## src/rtl/stream_comparator.sv

```systemverilog
// stream_comparator: one-deep pipelined magnitude comparator with a
// valid/ready handshake on both sides and optional per-result statistics.
// Each accepted operand pair (a, b, signed_mode) produces one registered
// one-hot result {x: a<b, y: a==b, z: a>b} one cycle later.
// Optional feature macro: CMP_STATS_EN. When defined, lt_cnt/eq_cnt/gt_cnt
// count transferred results (saturating, cleared by clr_cnt). When
// undefined, the counters are tied to zero and clr_cnt is ignored.
module stream_comparator #(
  parameter int WIDTH = 8,
  parameter int CNT_W = 16
) (
  input  logic             clk,
  input  logic             rst,
  input  logic [WIDTH-1:0] a,
  input  logic [WIDTH-1:0] b,
  input  logic             signed_mode,
  input  logic             in_valid,
  output logic             in_ready,
  output logic             out_valid,
  input  logic             out_ready,
  output logic             x,
  output logic             y,
  output logic             z,
  input  logic             clr_cnt,
  output logic [CNT_W-1:0] lt_cnt,
  output logic [CNT_W-1:0] eq_cnt,
  output logic [CNT_W-1:0] gt_cnt
);

  // Output-register occupancy states.
  localparam logic [0:0] ST_EMPTY = 1'b0;
  localparam logic [0:0] ST_FULL  = 1'b1;

  logic [0:0]     r_state;
  logic [0:0]     w_state_nxt;
  logic           r_x;
  logic           r_y;
  logic           r_z;
  logic           w_in_xfer;
  logic           w_out_xfer;
  logic [WIDTH:0] w_a_ext;
  logic [WIDTH:0] w_b_ext;
  logic           w_lt;
  logic           w_eq;
  logic           w_gt;

  // Handshake: the output register can take a new result when it is empty
  // or being drained in the same cycle.
  assign out_valid  = (r_state == ST_FULL);
  assign in_ready   = !out_valid || out_ready;
  assign w_in_xfer  = in_valid && in_ready;
  assign w_out_xfer = out_valid && out_ready;

  // One extra bit lets a single signed compare cover both modes: sign-extend
  // in signed mode, zero-extend in unsigned mode.
  assign w_a_ext = {signed_mode & a[WIDTH-1], a};
  assign w_b_ext = {signed_mode & b[WIDTH-1], b};
  assign w_lt    = ($signed(w_a_ext) < $signed(w_b_ext));
  assign w_eq    = (a == b);
  assign w_gt    = !w_lt && !w_eq;

  assign x = r_x;
  assign y = r_y;
  assign z = r_z;

  // Next-state decode for the EMPTY/FULL output register.
  always_comb begin
    w_state_nxt = r_state;
    case (r_state)
      ST_EMPTY: begin
        if (w_in_xfer) begin
          w_state_nxt = ST_FULL;
        end else begin
          w_state_nxt = ST_EMPTY;
        end
      end
      ST_FULL: begin
        if (w_out_xfer && !w_in_xfer) begin
          w_state_nxt = ST_EMPTY;
        end else begin
          w_state_nxt = ST_FULL;
        end
      end
      default: begin
        w_state_nxt = ST_EMPTY;
      end
    endcase
  end

  // State register.
  always_ff @(posedge clk or posedge rst) begin
    if (rst) begin
      r_state <= ST_EMPTY;
    end else begin
      r_state <= w_state_nxt;
    end
  end

  // Result register: load on accept, clear when drained, hold on stall.
  always_ff @(posedge clk or posedge rst) begin
    if (rst) begin
      r_x <= 1'b0;
      r_y <= 1'b0;
      r_z <= 1'b0;
    end else if (w_in_xfer) begin
      r_x <= w_lt;
      r_y <= w_eq;
      r_z <= w_gt;
    end else if (w_out_xfer) begin
      r_x <= 1'b0;
      r_y <= 1'b0;
      r_z <= 1'b0;
    end
  end

`ifdef CMP_STATS_EN
  logic [CNT_W-1:0] r_lt_cnt;
  logic [CNT_W-1:0] r_eq_cnt;
  logic [CNT_W-1:0] r_gt_cnt;

  // Saturating increment: stick at all-ones instead of wrapping.
  function automatic logic [CNT_W-1:0] sat_inc(input logic [CNT_W-1:0] v);
    if (v == {CNT_W{1'b1}}) begin
      sat_inc = v;
    end else begin
      sat_inc = v + {{(CNT_W-1){1'b0}}, 1'b1};
    end
  endfunction

  // Statistics: clear wins over a same-cycle count of a drained result.
  always_ff @(posedge clk or posedge rst) begin
    if (rst) begin
      r_lt_cnt <= {CNT_W{1'b0}};
      r_eq_cnt <= {CNT_W{1'b0}};
      r_gt_cnt <= {CNT_W{1'b0}};
    end else if (clr_cnt) begin
      r_lt_cnt <= {CNT_W{1'b0}};
      r_eq_cnt <= {CNT_W{1'b0}};
      r_gt_cnt <= {CNT_W{1'b0}};
    end else if (w_out_xfer) begin
      if (r_x) begin
        r_lt_cnt <= sat_inc(r_lt_cnt);
      end
      if (r_y) begin
        r_eq_cnt <= sat_inc(r_eq_cnt);
      end
      if (r_z) begin
        r_gt_cnt <= sat_inc(r_gt_cnt);
      end
    end
  end

  assign lt_cnt = r_lt_cnt;
  assign eq_cnt = r_eq_cnt;
  assign gt_cnt = r_gt_cnt;
`else
  // Statistics compiled out; clr_cnt has no effect.
  logic w_unused_clr_cnt;
  assign w_unused_clr_cnt = clr_cnt;
  assign lt_cnt = {CNT_W{1'b0}};
  assign eq_cnt = {CNT_W{1'b0}};
  assign gt_cnt = {CNT_W{1'b0}};
`endif

endmodule

```

## config.mk

```make
export PLATFORM = sky130hd
export DESIGN_NAME = stream_comparator
export DESIGN_NICKNAME = d
export VERILOG_FILES = /design/src/rtl/stream_comparator.sv
export SDC_FILE = /design/constraint.sdc
export NUM_CORES = 1
export LEC_CHECK = 0
export ABC_AREA = 0
export BUFFER_PORTS_ARGS = -buffer_cell sky130_fd_sc_hd__buf_2
export CAP_MARGIN = 25
export CORE_AREA = 8 8 58 60
export CTS_CLUSTER_SIZE = 40
export DETAILED_ROUTE_END_ITERATION = 8
export DIE_AREA = 0 0 66 68
export PLACE_DENSITY_LB_ADDON = 0.15
export SKIP_CTS_REPAIR_TIMING = 1
export SLEW_MARGIN = 20
export SYNTH_ARGS = -nofsm -noshare
export SYNTH_HDL_FRONTEND = slang
export SYNTH_SLANG_ARGS = --single-unit
```

## constraint.sdc

```tcl
create_clock -name clk -period 1 [get_ports clk]
set_input_delay 0.2 -clock clk [delete_from_list [all_inputs] [get_ports clk]]
set_output_delay 0.2 -clock clk [all_outputs]
set_load 0.005 [all_outputs]
```

# Yosys cells after proc, flatten, opt, wreduce, memory -nomap -nowiden
# Cells that the tools add are included.
op_classes:
  n_bitwise: 3
  eq_ne: 1
  n_lt_le_gt_ge: 1
  n_mux: 7
  n_reduce_logical: 10
op_table:
  columns: ["op", "count"]
  rows:
  - ["9-bit less-than comparator", 1]
  - ["8-bit == test", 1]
  - ["1-bit 2-to-1 mux", 6]
  - ["1-bit logical AND", 4]
  - ["1-bit zero test", 4]
  - ["1-bit AND", 2]
  - ["1-bit case mux with 2 select lines", 1]
  - ["2-bit nonzero test", 1]
  - ["1-bit logical OR", 1]
  - ["1-bit inverter", 1]
word_totals:
  regBits: 4
  inputBits: 22
  output_inout_bits: 53
  wordCells: 26

# Logic depth before layout (Yosys ltp)
# Gate-level depths: netlist of the first run.
depth:
  word_depth: 7
  mapped_depth: 7
  mapped_depth_nobuf: 7

# Worst setup path after synthesis of the first run
# OpenSTA, ideal clock, no wires.
synth_timing:
  path_type: "input to register"
  from: "input port b[6]"
  to: "register r_z, in the netlist z"
  slack_ps: -392
  cell_stages: 6
  n_path_buf: 0
  arrival_ps: 1272
  t_required_ps: 880
  setup_time_ps: 120
  path_cell_list: "inv_1 -> ha_1 -> a21o_1 -> a221oi_2 -> a21boi_1 -> a41o_1"
synth_between:
  elab_chain_len: 4
  elab_cells_between_ends: 6
  cone_classes: "order compare: 1; eq/ne: 1; mux: 1; reduce/logical: 3"
synth_lines:
  columns: ["item", "line_no", "source"]
  rows:
  - ["start, declared", "15", "input logic [WIDTH-1:0] b,"]
  - ["9-bit less-than comparator or 8-bit == test (tied branches)", "58, 59", null]
  - ["1-bit zero test", "60", "assign w_gt = !w_lt && !w_eq;"]
  - ["1-bit logical AND (*)", "60", null]
  - ["1-bit 2-to-1 mux (*)", "105", "end else if (w_in_xfer) begin"]
  - ["end signal, assigned", "108", "r_z <= w_gt;"]
  - ["end, declared", "38", "logic r_z;"]
# Every way passes the cells marked *; elsewhere a longest branch is shown, timed or not.
# A chain may end at the register's enable or synchronous reset.

# Worst setup path in the final report of the first run
layout_timing:
  from: "register r_state, in the netlist out_valid"
  to: "output port out_valid"
layout_rtl:
  columns: ["item", "line_no", "source"]
  rows:
  - ["start, declared", "34", "logic [0:0] r_state;"]
  - ["start signal, assigned", "95", "r_state <= w_state_nxt;"]
  - ["end, declared", "19", "output logic out_valid,"]
# No word-level cell between the ends.

==> key figures, run 1 <==
Status
  – Outcome: complete, but fails checks
  – Failing checks: negative setup slack

STA
  – RSZ-0062 raised after global routing: yes
  – Final min period: around 1.2 ns
  – PnR worst setup slack: -0.198 ns
  – Slew Limit Fails: 0
  – Hold Vio Cnt, Final: 0
  – Setup TNS: -0.728 ns
  – Fmax: 0.835 GHz
  – Final setup violation count: 4
  – Clock skew: approximately 0.00058 ns
  – Tcrit/Tclk final: 120%

Worst setup path
  – Peak fanout along the critical path: 3
  – Cell count of the worst reg-to-reg path: 4
  – Slowest CP cell: dfrtp_1
  – CP Capture Type: output pin
  – Crit. path cell count: 3
  – Worst path top cell family by delay: flip-flops
  – Cell Chain, Critical Path: buf_4 > buf_4 > buf_2
  – Crit path kind: reg -> out
  – Worst EP required: roughly 0.80 ns
  – Largest stage delay, worst path: between 0.3 and 0.4 ns
  – CP dominant cell by count: buf_4
  – WP data arrival: 1.00 ns
  – Worst path bufs/invs: 3
  – Crit path launch type: flip-flop

Clock network
  – CTS tree: done
  – Clock Tree Buf Depth: 2
  – CTS Buf Count: 3
  – Clk slew on worst S/H paths: 0.04 ns
  – Clock Root Buffer: clkbuf_4
  – Worst skew pair latency: 0.23 ns
  – Clock sinks: 4
  – Htree depth: 1

Yosys
  – Syn avg cell area: 7.75 um2
  – Area leader, netlist: buf_4
  – Simple logic cell fraction of the synthesized area: between 9 and 10%
  – Synth Area in XOR/XNOR: 1.12%
  – Post-Synthesis Cells: around 100
  – Yosys top cell area share: a little under half
  – Compound-gate portion of the synthesized area: between 10% and 20%
  – Yosys reg bits: 4
  – Ys Warns: 0
  – Post-synthesis sequential area ratio: 12.8%
  – Distinct cell type count after synthesis: 24
  – Post-synthesis adder-cell area fraction: 12.8%
  – Combinational family with the most area after synthesis: buffers and inverters
  – Multiplexer share of the synthesized area: 0%
  – Area of the mapped netlist: approximately 800 um2
  – Largest cells by area after synthesis: buf_4 46%, dfrtp_1 13%, ha_1 13%, inv_1 5.3%, nand2_1 2.9%

Detailed routing
  – Initial DRT Pass Iterations: 2
  – Drt initial violations: 7
  – Post-route DRC: 0
  – Vias: ~600
  – Vias/cell: 3.65
  – Routed len/inst: approximately 11 um
  – Routed Antenna Nets: 0
  – Final WL: 1790 um

Layout
  – Ant diodes: 0
  – Fin nets: approximately 170
  – Fill count: around 280
  – Layout cell share with drive strength beyond 1: between 40 and 50%
  – Final instance count without filler cells: ~170
  – Final instance area: 1030 um2
  – Synth-to-Final Area Change: 31.2%

Hold path
  – HP Class: in -> reg
  – Hold Path Stages: 2

GRT
  – GRT Util Overall: under 10%
  – Vias in the first global route: around 550
  – Remaining global-route overflow: 0
  – Initial antenna violation count: 0
  – First-pass GRT wire length: 2160 um
  – Largest net degree at the start of global routing: 6

Job
  – Max-cap violations: 0

Placed design
  – Post-Place Cells: between 150 and 200
  – Gpl congestion: around 0.70
  – Final HPWL DP: about 1600 um
  – Worst slack, placed: -0.503 ns
  – IO buf count: 25
  – Area post-placement: approximately 910 um2

Power
  – Power density over the cells: roughly 730 nW/um2
  – Peak VDD IR: around 0.64 mV
  – Pleak: about 0.00056 uW

Floorplan
  – Core Area: about 2600 um2
  – Io pins: 75
  – Die W: around 66 um
  – Starting density of the core: a little under a third
  – DIE AREA: 4490 um2
  – Std cell rows: 19
  – Die height: between 60 and 70 um
## per-stage QoR
stage | hold WS, ns | total power (uW) | util (%)
6_report | 0.240 | 751 | 40.0
3_3_place_gp | 0.0941 | 490 | 35.5
2_1_floorplan | -0.0339 | 499 | -
5_1_grt | 0.245 | 822 | 40.0
4_1_cts | -0.156 | 702 | 36.4
3_5_place_dp | 0.0969 | 494 | 35.5
## cells in the final DEF (no fill, tap or decap)
cell	n
inv_2	2
o21a_1	2
a221oi_4	1
inv_12	2
nand2_1	6
xor2_1	1
inv_1	4
a41o_1	1
buf_4	8
clkbuf_4	3
nand2b_1	1
a41oi_2	1
nand4_1	1
and3_4	2
ha_2	1
o211ai_1	1
ha_1	1
o21ai_1	1
o21ai_2	1
conb_1	48
buf_2	21
ha_4	6
dfrtp_1	4
a21oi_1	1
nor2b_1	1
dlygate4sd3_1	1
buf_6	3
nor2_4	1
a21o_1	1
nand3_1	2
a21boi_2	1
o21ai_0	2
inv_4	2
nor2_1	1
inv_8	1
## power by group
part / total, uW / switching (uW) / leakage [uW] / internal, uW
Clock: 200 / 65.4 / 0.0000138 / 134
Sequential: 192 / 12.3 / 0.0000501 / 179
Combinational: 360 / 188 / 0.000499 / 172
## worst paths after layout
kind                                             to  slack [ns]           startpoint
worst max-delay path                      out_valid       -0.20  out_valid$_DFF_PP0_
worst min-delay path            out_valid$_DFF_PP0_        0.24             in_valid
worst max register to register        z$_DFFE_PP0P_       -0.03  out_valid$_DFF_PP0_
worst min register to register        y$_DFFE_PP0P_        0.52        y$_DFFE_PP0P_
max in group asynchronous             z$_DFFE_PP0P_        0.45                  rst
min in group asynchronous       out_valid$_DFF_PP0_        0.39                  rst
## sequential cells by signal, indices dropped and copies added, names as in the netlist
signal and cells:
z 1, x 1, out_valid 1, y 1
## cells by family after synthesis
logic type / Yosys count
DFF: 4
AOI/OAI and AO/OA: 13
adders and majority gates: 8
and+or+nand+nor: 15
buffers and inverters: 59
other: 1
xor gates and xnor gates: 1
## cells in the mapped netlist
library cell   n
a21boi_1       1
a21o_1         1
a21oi_1        1
a221oi_2       1
a41o_1         1
a41oi_1        1
and3_1         1
and3_2         1
buf_4         48
conb_1         1
dfrtp_1        4
ha_1           8
inv_1         11
nand2_1        6
nand2b_1       1
nand3_1        2
nand4_1        1
nor2_1         2
nor2b_1        1
o211ai_1       1
o21a_1         2
o21ai_0        3
o21ai_1        1
xor2_1         1
## routing by layer
layer  track usage [%]  part of all wire (%)
met4              4.00                  0.90
met1              6.38                    32
met2              9.62                    52
met5                 0                     0
met3              3.27                    15
## final cells by class
| type | count | area, um2 | area share [%] |
|---|---|---|---|
| Timing Repair Buffer | 33 | 209 | 20.3 |
| Clock buffer | 3 | 22.5 | 2.19 |
| Tap cell | 31 | 38.8 | 3.78 |
| Sequential cell | 4 | 100 | 9.74 |
| Inverter | 11 | 78.8 | 7.67 |
| Multi-Input combinational cell | 85 | 578 | 56.3 |
Note: power is estimated with default switching activity, not from simulation.
==> run 2, diff against run 1 <==
--- a/config.mk
+++ b/config.mk
@@ -14,6 +14,7 @@
 export DIE_AREA = 0 0 66 68
 export PLACE_DENSITY_LB_ADDON = 0.15
 export SKIP_CTS_REPAIR_TIMING = 1
+export SKIP_LAST_GASP = 1
 export SLEW_MARGIN = 20
 export SYNTH_ARGS = -nofsm -noshare
 export SYNTH_HDL_FRONTEND = slang
==> key figures, run 2 (synthesis results as in run 1) <==
Clock network
  – CTS tree: done
  – Worst skew pair latency: about 0.23 ns
  – Htree depth: 1
  – Clock Tree Buf Depth: 2
  – Clock sinks: 4
  – Clock Root Buffer: clkbuf_4
  – CTS Buf Count: 3
  – Clk slew on worst S/H paths: 0.04 ns

Floorplan
  – Starting density of the core: a little under a third
  – Io pins: between 70 and 80
  – Std cell rows: 19
  – DIE AREA: approximately 4500 um2
  – Die W: 66 um
  – Core Area: roughly 2600 um2
  – Die height: 68 um

STA
  – PnR worst setup slack: -0.198 ns
  – RSZ-0062 raised after global routing: yes
  – Final setup violation count: 4
  – Fmax: between 0.8 and 0.9 GHz
  – Final min period: around 1.2 ns
  – Slew Limit Fails: 0
  – Clock skew: ~0.00058 ns
  – Hold Vio Cnt, Final: 0
  – Tcrit/Tclk final: 120%

Worst setup path
  – Largest stage delay, worst path: about 0.4 ns
  – Worst EP required: 0.80 ns
  – Slowest CP cell: dfrtp_1
  – WP data arrival: 1.00 ns
  – Worst path top cell family by delay: flip-flops
  – CP Capture Type: output pin
  – Worst path bufs/invs: 3
  – Crit path kind: reg -> out
  – Crit path launch type: flip-flop
  – Cell Chain, Critical Path: buf_4 > buf_4 > buf_2
  – Peak fanout along the critical path: 3
  – CP dominant cell by count: buf_4

GRT
  – First-pass GRT wire length: 2160 um
  – Remaining global-route overflow: 0
  – GRT Util Overall: under 10%
  – Largest net degree at the start of global routing: 6
  – Vias in the first global route: 552
  – Initial antenna violation count: 0

Layout
  – Synth-to-Final Area Change: 30.4%
  – Most common cell after layout, fill and taps aside: conb_1
  – Final instance area: just over 1000 um2
  – Fin nets: between 150 and 200
  – Ant diodes: 0
  – Commonest non-fill, non-tap cells in the layout: 48 x conb_1, 22 x buf_2, 8 x buf_4
  – Layout cell share with drive strength beyond 1: roughly two fifths

Detailed routing
  – Vias: just over 600
  – Vias/cell: ~3.6
  – Final WL: between 1500 and 2000 um
  – Initial DRT Pass Iterations: 2
  – Routed Antenna Nets: 0
  – Post-route DRC: 0
  – Routed len/inst: between 10 and 15 um
  – Drt initial violations: 7

Hold path
  – HP Class: in -> reg

Placed design
  – Area post-placement: around 910 um2
  – IO buf count: 25
  – Gpl congestion: roughly 0.7
  – Final HPWL DP: roughly 1600 um

Status
  – Outcome: complete, but fails checks
  – Failing checks: negative setup slack

Power
  – Power density over the cells: 732 nW/um2
  – Total Power: between 700 and 800 uW
  – Peak VDD IR: 0.638 mV
  – Pleak: 0.000560 uW

Job
  – Max-cap violations: 0
run 2: report_power, final:
| part | switching [uW] | internal [uW] |
|---|---|---|
| clock | 65.4 | 134 |
| sequential | 12.3 | 179 |
| combinational | 188 | 169 |
run 2: cell type report:
| cell class | count | area, um2 |
|---|---|---|
| Fill cell | 278 | 1550 |
| Sequential cell | 4 | 100 |
| Tap cell | 31 | 38.8 |
| Multi-Input combinational cell | 85 | 578 |
| Timing Repair Buffer | 33 | 203 |
| Inverter | 11 | 78.8 |
| Clock buffer | 3 | 22.5 |
run 2: routing by layer:
metal | GRT usage, % | vias up | wire length (um)
li1 | - | 301 | -
met1 | 6.38 | 264 | 586
met2 | 9.62 | 39 | 920
met3 | 3.27 | 2 | 261
met4 | 4.00 | 0 | 16
met5 | 0 | - | 0
run 2: metrics by stage:
step                      util, %  setup TNS [ns]  setup slack [ns]  instances  hold slack (ns)
final                        39.8          -0.735            -0.198        167            0.240
after global routing         39.8          -0.926            -0.251        167            0.245
after CTS                    36.4           -1.07            -0.373        165           -0.156
after detailed placement     35.5           -1.38            -0.503        162           0.0969
after global placement       35.5           -1.34            -0.478        162           0.0941
after floorplan                 -          -0.464            -0.248        148          -0.0339
run 2: worst reg2reg max path: stages (launching register included):
cell,delay (ns)
dfrtp_1,0.39
inv_2,0.10
nor2_4,0.05
o21a_1,0.18
a41o_1,0.20
run 2: worst paths after layout:
check / cells past startpoint / to / start / slack [ns]
worst max-delay path: 3 / out_valid / out_valid$_DFF_PP0_ / -0.20
min in group asynchronous: 3 / out_valid$_DFF_PP0_ / rst / 0.39
worst min-delay path: 2 / out_valid$_DFF_PP0_ / in_valid / 0.24
worst min register to register: 2 / y$_DFFE_PP0P_ / y$_DFFE_PP0P_ / 0.52
max in group asynchronous: 3 / z$_DFFE_PP0P_ / rst / 0.45
worst max register to register: 4 / z$_DFFE_PP0P_ / out_valid$_DFF_PP0_ / -0.03
